**config.mk**
```make
export PLATFORM = sky130hd
export DESIGN_NAME = calc_seq
export DESIGN_NICKNAME = d
export VERILOG_FILES = /design/src/rtl/calc_pkg.sv /design/src/rtl/calc_seq.sv
export SDC_FILE = /design/constraint.sdc
export NUM_CORES = 1
export LEC_CHECK = 0
export ABC_AREA = 1
export CAP_MARGIN = 0
export CORE_MARGIN = 4
export CORE_UTILIZATION = 48
export CTS_CLUSTER_SIZE = 16
export DETAILED_ROUTE_END_ITERATION = 16
export PLACE_DENSITY = 0.77
export SLEW_MARGIN = 40
export SYNTH_ARGS = -nofsm -noshare
export SYNTH_HDL_FRONTEND = slang
export SYNTH_SLANG_ARGS = --single-unit
```
**constraint.sdc**
```tcl
create_clock -name clk -period 1.5 [get_ports clk]
set_input_delay 0.225 -clock clk [delete_from_list [all_inputs] [get_ports clk]]
set_output_delay 0.225 -clock clk [all_outputs]
set_load 0.01 [all_outputs]
```
**src/rtl/calc_pkg.sv**
```systemverilog
// Shared constants and types for the command sequencer and its ALU.
package calc_pkg;

  localparam int unsigned DATA_W = 16;
  localparam int unsigned BYTE_W = 8;
  localparam int unsigned CMD_W  = 3;
  localparam int unsigned OP_W   = 4;
  localparam int unsigned STAT_W = 5;
  localparam int unsigned RD_W   = 2;

  // Command opcodes
  localparam logic [CMD_W-1:0] CMD_NOP    = 3'd0;
  localparam logic [CMD_W-1:0] CMD_LDA_LO = 3'd1;
  localparam logic [CMD_W-1:0] CMD_LDA_HI = 3'd2;
  localparam logic [CMD_W-1:0] CMD_LDB_LO = 3'd3;
  localparam logic [CMD_W-1:0] CMD_LDB_HI = 3'd4;
  localparam logic [CMD_W-1:0] CMD_SETOP  = 3'd5;
  localparam logic [CMD_W-1:0] CMD_EXEC   = 3'd6;
  localparam logic [CMD_W-1:0] CMD_CTRL   = 3'd7;

  // Sequencer states
  typedef enum logic [1:0] {
    ST_IDLE = 2'd0,
    ST_EXEC = 2'd1,
    ST_DONE = 2'd2
  } state_e;

  // ALU operation codes; anything above OP_MAX is invalid
  localparam logic [OP_W-1:0] OP_NOP  = 4'd0;
  localparam logic [OP_W-1:0] OP_AND  = 4'd1;
  localparam logic [OP_W-1:0] OP_OR   = 4'd2;
  localparam logic [OP_W-1:0] OP_XOR  = 4'd3;
  localparam logic [OP_W-1:0] OP_NOT  = 4'd4;
  localparam logic [OP_W-1:0] OP_PASS = 4'd5;
  localparam logic [OP_W-1:0] OP_INC  = 4'd6;
  localparam logic [OP_W-1:0] OP_DEC  = 4'd7;
  localparam logic [OP_W-1:0] OP_SHL  = 4'd8;
  localparam logic [OP_W-1:0] OP_SHR  = 4'd9;
  localparam logic [OP_W-1:0] OP_SAR  = 4'd10;
  localparam logic [OP_W-1:0] OP_ADD  = 4'd11;
  localparam logic [OP_W-1:0] OP_SUB  = 4'd12;
  localparam logic [OP_W-1:0] OP_MAX  = 4'd12;

  // Status bit positions
  localparam int unsigned ST_INV = 0;
  localparam int unsigned ST_Z   = 1;
  localparam int unsigned ST_S   = 2;
  localparam int unsigned ST_C   = 3;
  localparam int unsigned ST_O   = 4;

  // Read-port select codes
  localparam logic [RD_W-1:0] RD_RES_LO = 2'd0;
  localparam logic [RD_W-1:0] RD_RES_HI = 2'd1;
  localparam logic [RD_W-1:0] RD_STAT   = 2'd2;
  localparam logic [RD_W-1:0] RD_CTRL   = 2'd3;

endpackage

```
**src/rtl/calc_seq.sv**
```systemverilog
// Command-driven sequencer: byte-wise operand loads, one ALU evaluation per
// EXEC, byte-wise result readback, optional accumulator chaining.
module calc_seq
  import calc_pkg::*;
#(
  parameter int unsigned DW       = 16,
  parameter bit          CHAIN_EN = 1'b1
) (
  input  logic              clk,
  input  logic              rst_n,
  input  logic              cmd_valid,
  output logic              cmd_ready,
  input  logic [CMD_W-1:0]  cmd,
  input  logic [7:0]        din,
  output logic [OP_W-1:0]   alu_sel,
  output logic [DW-1:0]     alu_a,
  output logic [DW-1:0]     alu_b,
  input  logic [DW-1:0]     alu_y,
  input  logic [STAT_W-1:0] alu_status,
  output logic [7:0]        dout,
  output logic              res_valid,
  output logic              err
);

  state_e              state_q, state_d;
  logic [DW-1:0]       reg_a_q, reg_a_d;
  logic [DW-1:0]       reg_b_q, reg_b_d;
  logic [OP_W-1:0]     op_q, op_d;
  logic [DW-1:0]       res_q, res_d;
  logic [STAT_W-1:0]   stat_q, stat_d;
  logic [RD_W-1:0]     rd_sel_q, rd_sel_d;
  logic                err_q, err_d;
  logic                sticky_q, sticky_d;
  logic                chain_q, chain_d;
  logic                cmd_ready_q, cmd_ready_d;
  logic                res_valid_q, res_valid_d;
  logic [OP_W-1:0]     alu_sel_q, alu_sel_d;
  logic [7:0]          dout_q, dout_d;

  assign cmd_ready = cmd_ready_q;
  assign res_valid = res_valid_q;
  assign alu_sel   = alu_sel_q;
  assign alu_a     = reg_a_q;
  assign alu_b     = reg_b_q;
  assign dout      = dout_q;
  assign err       = err_q;

  // State and datapath registers with synchronous reset
  always_ff @(posedge clk) begin
    if (!rst_n) begin
      state_q     <= ST_IDLE;
      reg_a_q     <= '0;
      reg_b_q     <= '0;
      op_q        <= '0;
      res_q       <= '0;
      stat_q      <= '0;
      rd_sel_q    <= '0;
      err_q       <= 1'b0;
      sticky_q    <= 1'b0;
      chain_q     <= 1'b0;
      cmd_ready_q <= 1'b1;
      res_valid_q <= 1'b0;
      alu_sel_q   <= '0;
      dout_q      <= '0;
    end else begin
      state_q     <= state_d;
      reg_a_q     <= reg_a_d;
      reg_b_q     <= reg_b_d;
      op_q        <= op_d;
      res_q       <= res_d;
      stat_q      <= stat_d;
      rd_sel_q    <= rd_sel_d;
      err_q       <= err_d;
      sticky_q    <= sticky_d;
      chain_q     <= chain_d;
      cmd_ready_q <= cmd_ready_d;
      res_valid_q <= res_valid_d;
      alu_sel_q   <= alu_sel_d;
      dout_q      <= dout_d;
    end
  end

  // Command decode, FSM transitions and next values of the registered outputs
  always_comb begin
    state_d  = state_q;
    reg_a_d  = reg_a_q;
    reg_b_d  = reg_b_q;
    op_d     = op_q;
    res_d    = res_q;
    stat_d   = stat_q;
    rd_sel_d = rd_sel_q;
    err_d    = err_q;
    sticky_d = sticky_q;
    chain_d  = chain_q;

    unique case (state_q)
      ST_IDLE: begin
        if (cmd_valid) begin
          case (cmd)
            CMD_NOP:    ;
            CMD_LDA_LO: reg_a_d[BYTE_W-1:0]  = din;
            CMD_LDA_HI: reg_a_d[DW-1:BYTE_W] = din;
            CMD_LDB_LO: reg_b_d[BYTE_W-1:0]  = din;
            CMD_LDB_HI: reg_b_d[DW-1:BYTE_W] = din;
            CMD_SETOP:  op_d = din[OP_W-1:0];
            CMD_EXEC: begin
              chain_d = din[0] & CHAIN_EN;
              state_d = ST_EXEC;
            end
            CMD_CTRL: begin
              rd_sel_d = din[RD_W-1:0];
              if (din[7]) begin
                err_d    = 1'b0;
                sticky_d = 1'b0;
              end
            end
          endcase
        end
      end
      ST_EXEC: begin
        res_d    = alu_y;
        stat_d   = alu_status;
        err_d    = err_q | alu_status[ST_INV];
        sticky_d = sticky_q | alu_status[ST_C];
        if (chain_q) begin
          reg_a_d = alu_y;
        end
        state_d = ST_DONE;
      end
      ST_DONE: state_d = ST_IDLE;
      default: state_d = ST_IDLE;
    endcase

    // Outputs registered from next-state values so they line up with the state
    cmd_ready_d = (state_d == ST_IDLE);
    res_valid_d = (state_d == ST_DONE);
    alu_sel_d   = (state_d == ST_EXEC) ? op_d : '0;

    case (rd_sel_d)
      RD_RES_LO: dout_d = res_d[BYTE_W-1:0];
      RD_RES_HI: dout_d = res_d[DW-1:BYTE_W];
      RD_STAT:   dout_d = {3'b000, stat_d};
      default:   dout_d = {err_d, sticky_d, 2'b00, op_d};
    endcase
  end

endmodule

```
==> results of run 1 <==
==> per-stage QoR <==
stage,power (W),hold WS (ns),cells,cell area [µm²]
CTS,0.00454,0.471,622,4440
finish,0.00454,0.383,627,4620
floorplan,0.00240,0.388,434,3150
detailed placement,0.00268,0.460,606,4190
global route,0.00471,0.419,627,4620
global placement,0.00267,0.438,606,4190
==> flip-flops by register name (all words and copies together) (netlist names), 2 cells and up <==
register,count
res_q,16
alu_sel,4
dout,8
alu_b,16
state_q,2
alu_a,16
rd_sel_q,2
stat_q,5
op_q,4
==> power breakdown <==
group / switching, W / total (W) / leakage (nW) / internal, W
clock: 0.000768 / 0.00187 / 0.116 / 0.00111
combinational: 0.000271 / 0.000539 / 1.51 / 0.000268
sequential: 0.0000259 / 0.00212 / 0.625 / 0.00210
total: 0.00107 / 0.00454 / 2.26 / 0.00347
==> logic make-up (layout without fill, tap and decap cells) <==
group	after synthesis	count (layout)	synth area share
simple gates	183	183	0.249
compound gates	92	92	0.151
buf+inv	82	198	0.111
flops	77	77	0.489
==> cells in the mapped netlist (2+ instances only) <==
library cell / n
sky130_fd_sc_hd__dfxtp_1: 77
sky130_fd_sc_hd__o21ai_1: 5
sky130_fd_sc_hd__nand2_2: 7
sky130_fd_sc_hd__buf_6: 4
sky130_fd_sc_hd__nor2_4: 3
sky130_fd_sc_hd__buf_1: 2
sky130_fd_sc_hd__inv_1: 58
sky130_fd_sc_hd__nor2_1: 76
sky130_fd_sc_hd__buf_2: 4
sky130_fd_sc_hd__o21ai_0: 62
sky130_fd_sc_hd__clkbuf_1: 6
sky130_fd_sc_hd__nand3_1: 29
sky130_fd_sc_hd__a21oi_1: 20
sky130_fd_sc_hd__inv_2: 5
sky130_fd_sc_hd__nand2_1: 63
sky130_fd_sc_hd__or2_2: 2
==> path summary, 6_finish.rpt <==
kind | from | endpoint | slack (ns) | cells past startpoint
worst max-delay path | alu_a[11] | alu_a[11] | 0.03 | 1
worst min-delay path | cmd[1] | state_q[0] | 0.38 | 4
worst max register to register | state_q[0] | dout[0] | 0.03 | 9
worst min register to register | alu_a[3] | alu_a[3] | 0.49 | 2
==> final cells by class <==
type                            instances  area [µm²]  area share
Clock buffer                           10         128      0.0276
Timing Repair Buffer                  117        1160       0.251
Tap cell                               77        96.3      0.0209
Sequential cell                        77        1550       0.335
Clock inverter                          6         111      0.0241
Multi-Input combinational cell        275        1320       0.285
Inverter                               65         262      0.0566
==> cell usage in the layout, fill, tap and decap left out, drive strengths merged <==
| master | synthesis | layout |
|---|---|---|
| clkbuf | 6 | 11 |
| o21ai | 67 | 67 |
| dfxtp | 77 | 77 |
| o21a | 1 | 1 |
| nand2 | 71 | 71 |
| clkinv | 1 | 3 |
| clkinvlp | 0 | 1 |
| nand3 | 30 | 30 |
| buf | 11 | 35 |
| dlygate4sd2 | 0 | 1 |
| inv | 64 | 64 |
| bufinv | 0 | 3 |
| o21bai | 1 | 1 |
| or2 | 2 | 2 |
| clkdlybuf4s50 | 0 | 59 |
| o211a | 1 | 1 |
| a21oi | 21 | 21 |
| nor2 | 80 | 80 |
| dlymetal6s2s | 0 | 21 |
| o31ai | 1 | 1 |
==> metal layers <==
layer / share of wire / vias to the layer above / global-route usage
met5: 0 / - / 0
met4: 0.018 / 0 / 0.0690
met3: 0.075 / 19 / 0.0488
met2: 0.49 / 148 / 0.386
met1: 0.41 / 1403 / 0.287
li1: - / 1581 / -
==> repair_timing <==
| item | CTS | global route |
|---|---|---|
| gates cloned | 0 | 1 |
| resized for setup | 7 | 45 |
| buffers inserted | 0 | 4 |
| endpoints found under the hold margin | 0 | 0 |
| pin swaps | 1 | 7 |
| endpoints found under the setup margin | 9 | 50 |
==> run summary, run 1 <==
The flow ran to the end, and the final reports show no timing, DRC or antenna violations. The logs give 0.727 for the core utilization of the finished layout and 0.772 for the remaining max-slew budget at the tightest pin. At the worst endpoint, the arrival time is 1.25 ns. The tools report the number of max-slew violations in the final report as 0. The logs give 2.26 nW for the leakage power and 0 for the total congestion overflow.

The setup slack after layout was 0.0258 ns; the area growth from synthesis to layout was 46.5%. X dimension of the die: 89.1 µm. The tools report the combined area of all synthesized cells as 3150 µm². Entering global routing, the biggest net connects 47 pins.

Setup repair after global routing could not meet its margin everywhere. Power spread over the standard cell area amounts to 982 nW/µm². The logs give 13.7 mm for the global-route wire length before repair and 0 for the final hold violation count. The run gives 2 as the deepest clock path buffer count. Traced cell by cell, the critical path runs through clkdlybuf4s50_1.

TritonCTS built the clock tree. The slew at the pin with the worst max-slew slack came out at 0.339 ns. The tree is rooted in a sky130_fd_sc_hd__clkbuf_8.

The post-cts hold buffer count is 0. The post-route DRC violation count is 0. Summed over all instances, the cell type with the most area after synthesis is sky130_fd_sc_hd__dfxtp_1. The count of nets left with antenna violations once routing finished came out at 0. In this run the vertical extent of the chip is 89.1 µm. The most used flip-flop cell after synthesis was sky130_fd_sc_hd__dfxtp_1.

The average cell area after synthesis works out to 7.27 µm². The fraction of layout instances using a drive strength above 1 was 0.165; the biggest fanout along the worst timing path was 2. Counting flops and latches in the post-synthesis netlist gives 77. The tools report the starting DRC count in detailed routing as 255.

The number of global-route vias before repair is 3003. The final-stage net count is 580, and the share of flip-flops with an asynchronous set or reset is 0. In the routed layout, each cell is associated on average with a via count of 5.03. The critical path in this run is classified as flop to output port. The logs give 29 for the number of placement rows and 0 for the count of max-cap constraint violations.

The estimated wirelength of the detail-placed design is 6.36 mm. The clock period minus final worst setup slack was 1.47 ns. During synthesis, Yosys emitted a total of 0 warnings.

The die covers 7930 µm². For this run, the top clock speed supported by timing is 678 MHz. The total routing usage reported by global routing was 0.226. By area the synthesized netlist is led by sky130_fd_sc_hd__dfxtp_1 49%, sky130_fd_sc_hd__o21ai_0 9.8%, sky130_fd_sc_hd__nor2_1 9.0%.

The clock-pin slew on the worst setup and hold paths was 0.08 ns. The core region is 6350 µm². Pin placement for this block handled 82 I/O pins. The number of antenna diodes in the final layout is 0.

The first detailed-routing pass took 6 iterations. The H-tree was split into 3 levels. Summing over every cut layer, the via total after detailed routing is 3151.

VDD sags by at most 780 µV. The clock latency of the later-clocked register in the worst-skew pair was 0.35 ns; the total wire length was 8.93 mm. The element type at the critical path start was a flop. The critical path buffer and inverter count is 1, and the post-synthesis net count is 469. For the total CTS buffers, the log shows 9. Input and output buffers added on the ports amount to 81. In this run, distinct cell masters in the synthesized netlist total 27. The clock sink count was 77.

The path class of the tightest hold or removal check is input port to flop. The post-route fraction of the period consumed by the critical path works out to 0.983. The critical path data required time came out at 1.27 ns. After routing, the total negative slack on setup checks comes to 0 ns. Timing analysis after detailed placement gives a worst setup slack of -0.323 ns.

The congestion estimate from routability-driven global placement came to 0.864. Setup violations remaining at the end of the flow were counted as 0. The initial antenna violation count was 0; the wire length per cell after detailed routing was 14.2 µm.

The number of fill cells came out at 498. On the critical path the largest part of the delay comes from buffers and inverters. Post-synthesis sequential area ratio: 0.489. Counting flops with a built-in enable in the synthesized netlist gives 0.

The share of the synthesized area in the top cell type was 0.489; the initial standard-cell utilization of the core was 0.497. The slowest stage of the critical path belongs to the cell sky130_fd_sc_hd__clkdlybuf4s50_1. The kind of end point of the critical path was an output port. On the worst path, the slowest cell contributes a delay of 0.56 ns. Synthesis produced 434 cells. Across the routed clock network, the largest skew measured is 0.00856 ns.
Note: power is estimated with default switching activity, not from simulation.
==> run 2: changes to the inputs <==
CORE_UTILIZATION = 31   (was 48)
PLACE_DENSITY = 0.53   (was 0.77)
TNS_END_PERCENT = 100   (was not set)
clock period = 1.8 ns   (was 1.5 ns; I/O delays follow)
==> run summary, run 2 (synthesized netlist as in run 1, its figures left out) <==
For the number of diodes added for antenna fixing, the log shows 0 (unchanged). The critical path data required time was 2.09 ns (+0.82 ns). Kind of end point of the critical path: a flop.

The power density over the cells came out at 780 nW/µm² (-21%). For the setup slack after placement, the log shows -0.0713 ns (+0.251 ns). The largest net degree at the start of global routing is 47 (unchanged).

The wire length per cell after detailed routing works out to 13.0 µm (-8.6%). The logs give 671 (+7.0%) for the post-route non-filler standard cell count and 0 (unchanged) for the remaining number of nets flagged by the antenna check after routing. The overall via count from detail_route was 2868 (-9.0%); the initial antenna violation count was 0 (unchanged). The number of failing setup endpoints in the final timing report was 0 (unchanged).

The starting DRC count in detailed routing is 124 (-51%), and the biggest fanout along the worst timing path is 46 (+44). The fraction of layout instances using a drive strength above 1 was 0.117 (-0.0484). Setup repair after global routing left no endpoint under its margin. The deepest clock path buffer count came out at 2 (unchanged). Weighted congestion at the end of routability-driven global placement: 0.788 (-8.8%).

Leaving out fill and tap cells, the most frequent cell in the layout is sky130_fd_sc_hd__clkdlybuf4s50_1. The remaining max-slew budget at the tightest pin came out at 0.752 (-0.0199). The worst register-to-register path begins at state_q[0]. The tools report the element type at the critical path start as a flop. The clock-pin slew on the worst setup and hold paths is 0.08 ns (about the same). Class of the tightest hold or removal check: flop to flop. The kind of cell adding the most delay to the critical path is simple AND/OR/NAND/NOR gates.

The run gives 1.90 ns (+0.65 ns) as the arrival time of the worst setup path. The number of max-slew violations in the final report was 0 (unchanged). Derived from the worst setup path, the maximum achievable clock frequency is 622 MHz. The final hold violation count is 0 (unchanged). The clock latency of the later-clocked register in the worst-skew pair came out at 0.36 ns (about the same). The cell chosen for the clock root was sky130_fd_sc_hd__clkbuf_8. The quantity of I/O buffers inserted on ports was 81 (unchanged); the x dimension of the die was 109 µm (+22%).

The average via count per standard cell was 4.27 (-15%). The setup slack after layout was 0.191 ns (+0.165 ns). The library cells used most frequently in the layout, excluding fill and tap cells, are 81 x sky130_fd_sc_hd__clkdlybuf4s50_1, 77 x sky130_fd_sc_hd__dfxtp_1, 76 x sky130_fd_sc_hd__nor2_1. The logs give 0.156 (-0.0706) for the total routing usage reported by global routing and 1.81 nW (-20%) for the leakage power. The run gives 0 (unchanged) as the total congestion overflow. Critical path's largest stage delay: 0.42 ns (-0.14 ns). The number of global-route vias before repair is 2865 (-4.6%). The count of boundary I/O pins is 82 (unchanged). Class of the most critical setup path: flop to flop. The clock skew after layout came out at 0.0104 ns (+0.00189 ns).

Initial standard-cell utilization of the core: 0.321 (-0.175). The total power is 0.00343 W (-24%), and the global-route wire length before repair is 14.1 mm (+3.2%). The run gives 1077 (+120%) as the number of fill cells. Total number of H-tree levels: 3 (unchanged). The die span in y works out to 109 µm (+22%).

The tools report the post-cts hold buffer count as 0 (unchanged). The run finished with clean final reports. The worst hold margin is 0.452 ns (+0.0695 ns).

The total wire length was 8.74 mm (-2.2%). The run gives 36 (+24%) as the number of placement rows. The origin of the worst min-delay path is chain_q. The clock sink count was 77 (unchanged); the final-stage net count was 568 (-2.1%).

The critical path buffer and inverter count works out to 1 (unchanged). Cell with the largest stage delay on the worst path: sky130_fd_sc_hd__dfxtp_1. The tools report the length of the first detailed-routing pass in iterations as 4 (-2).

For the count of max-cap constraint violations, the log shows 0 (unchanged). Reg-to-reg critical path endpoint: dout[3]. For the maximum vdd drop, the log shows 283 µV (-64%). The critical path goes through nand2_4 -> inv_4 -> nand2_1 -> o21ai_0 -> nand3_1 -> nand2_1 -> nor2_1 -> nor2_1. The estimated wirelength of the detail-placed design is 6.76 mm (+6.3%), and the post-CTS setup-driven buffer insertion count is 0 (unchanged). The post-route fraction of the period consumed by the critical path is 0.894.

Number of cells on the worst hold path: 2 (-2). The area growth from synthesis to layout works out to 39.6%. Counting I/O delays and the setup requirement, the final critical path takes 1.61 ns. The number of resized instances in the post-cts repair step was 0 (-7). The slew at the pin with the worst max-slew slack was 0.372 ns (+0.0335 ns); the post-route DRC violation count was 0 (unchanged). The worst-case hold path end point was chain_q. The post-placement cell count came out at 655 (+8.1%). The number of cells on the worst reg-to-reg path was 8 (-1); the total CTS buffers was 9 (unchanged). Reg2reg setup slack: 0.19 ns (+0.17 ns). Die outline area: 11800 µm² (+49%).

The core box area came out at 9820 µm² (+55%). TritonCTS built the clock tree.
run 2: worst max path at each step:
stage / startpoint / to / slack [ns] / cells after the start
after floorplan: state_q[1] / alu_a[5] / 0.50 / 6
after global placement: cmd[2] / alu_sel[3] / -0.03 / 8
after detailed placement: cmd[1] / dout[0] / -0.07 / 11
after CTS: state_q[1] / res_valid / 0.18 / 1
after global routing: state_q[0] / dout[3] / 0.0004 / 8
final: state_q[0] / dout[3] / 0.19 / 8
run 2: layer usage:
layer | vias up | part of all wire | track usage | wire length (µm)
met1 | 1254 | 0.48 | 0.207 | 4180
li1 | 1554 | - | - | -
met5 | - | 0 | 0 | 0
met3 | 8 | 0.046 | 0.0278 | 400
met4 | 0 | 0.011 | 0.0622 | 98
met2 | 52 | 0.46 | 0.250 | 4060
run 2: area by class of cell:
| type | instances | area, µm² | share of cell area |
|---|---|---|---|
| Inverter | 65 | 248 | 0.0563 |
| Clock inverter | 7 | 58.8 | 0.0134 |
| Timing Repair Buffer | 105 | 1000 | 0.228 |
| Sequential cell | 77 | 1540 | 0.350 |
| Clock buffer | 9 | 124 | 0.0281 |
| Tap cell | 133 | 166 | 0.0378 |
| Multi-Input combinational cell | 275 | 1260 | 0.286 |
run 2: metrics by stage:
stage,area (µm²),utilization,TNS [ns]
floorplan,3150,-,0
CTS,4400,0.448,0
detailed placement,4220,0.430,-0.478
global placement,4220,0.430,-0.125
global route,4400,0.448,0
finish,4400,0.448,0
run 2: tightest hold or removal path, delay by kind of cell, from the launching register on:
kind	cells	cell delay (ns)
flip-flops	1	0.31
AO/OA/AOI/OAI	1	0.05
buffers and inverters	1	0.06
run 2: power breakdown:
part           switching [W]  internal, W
logic               0.000209     0.000214
clock network       0.000721     0.000520
registers          0.0000212      0.00175
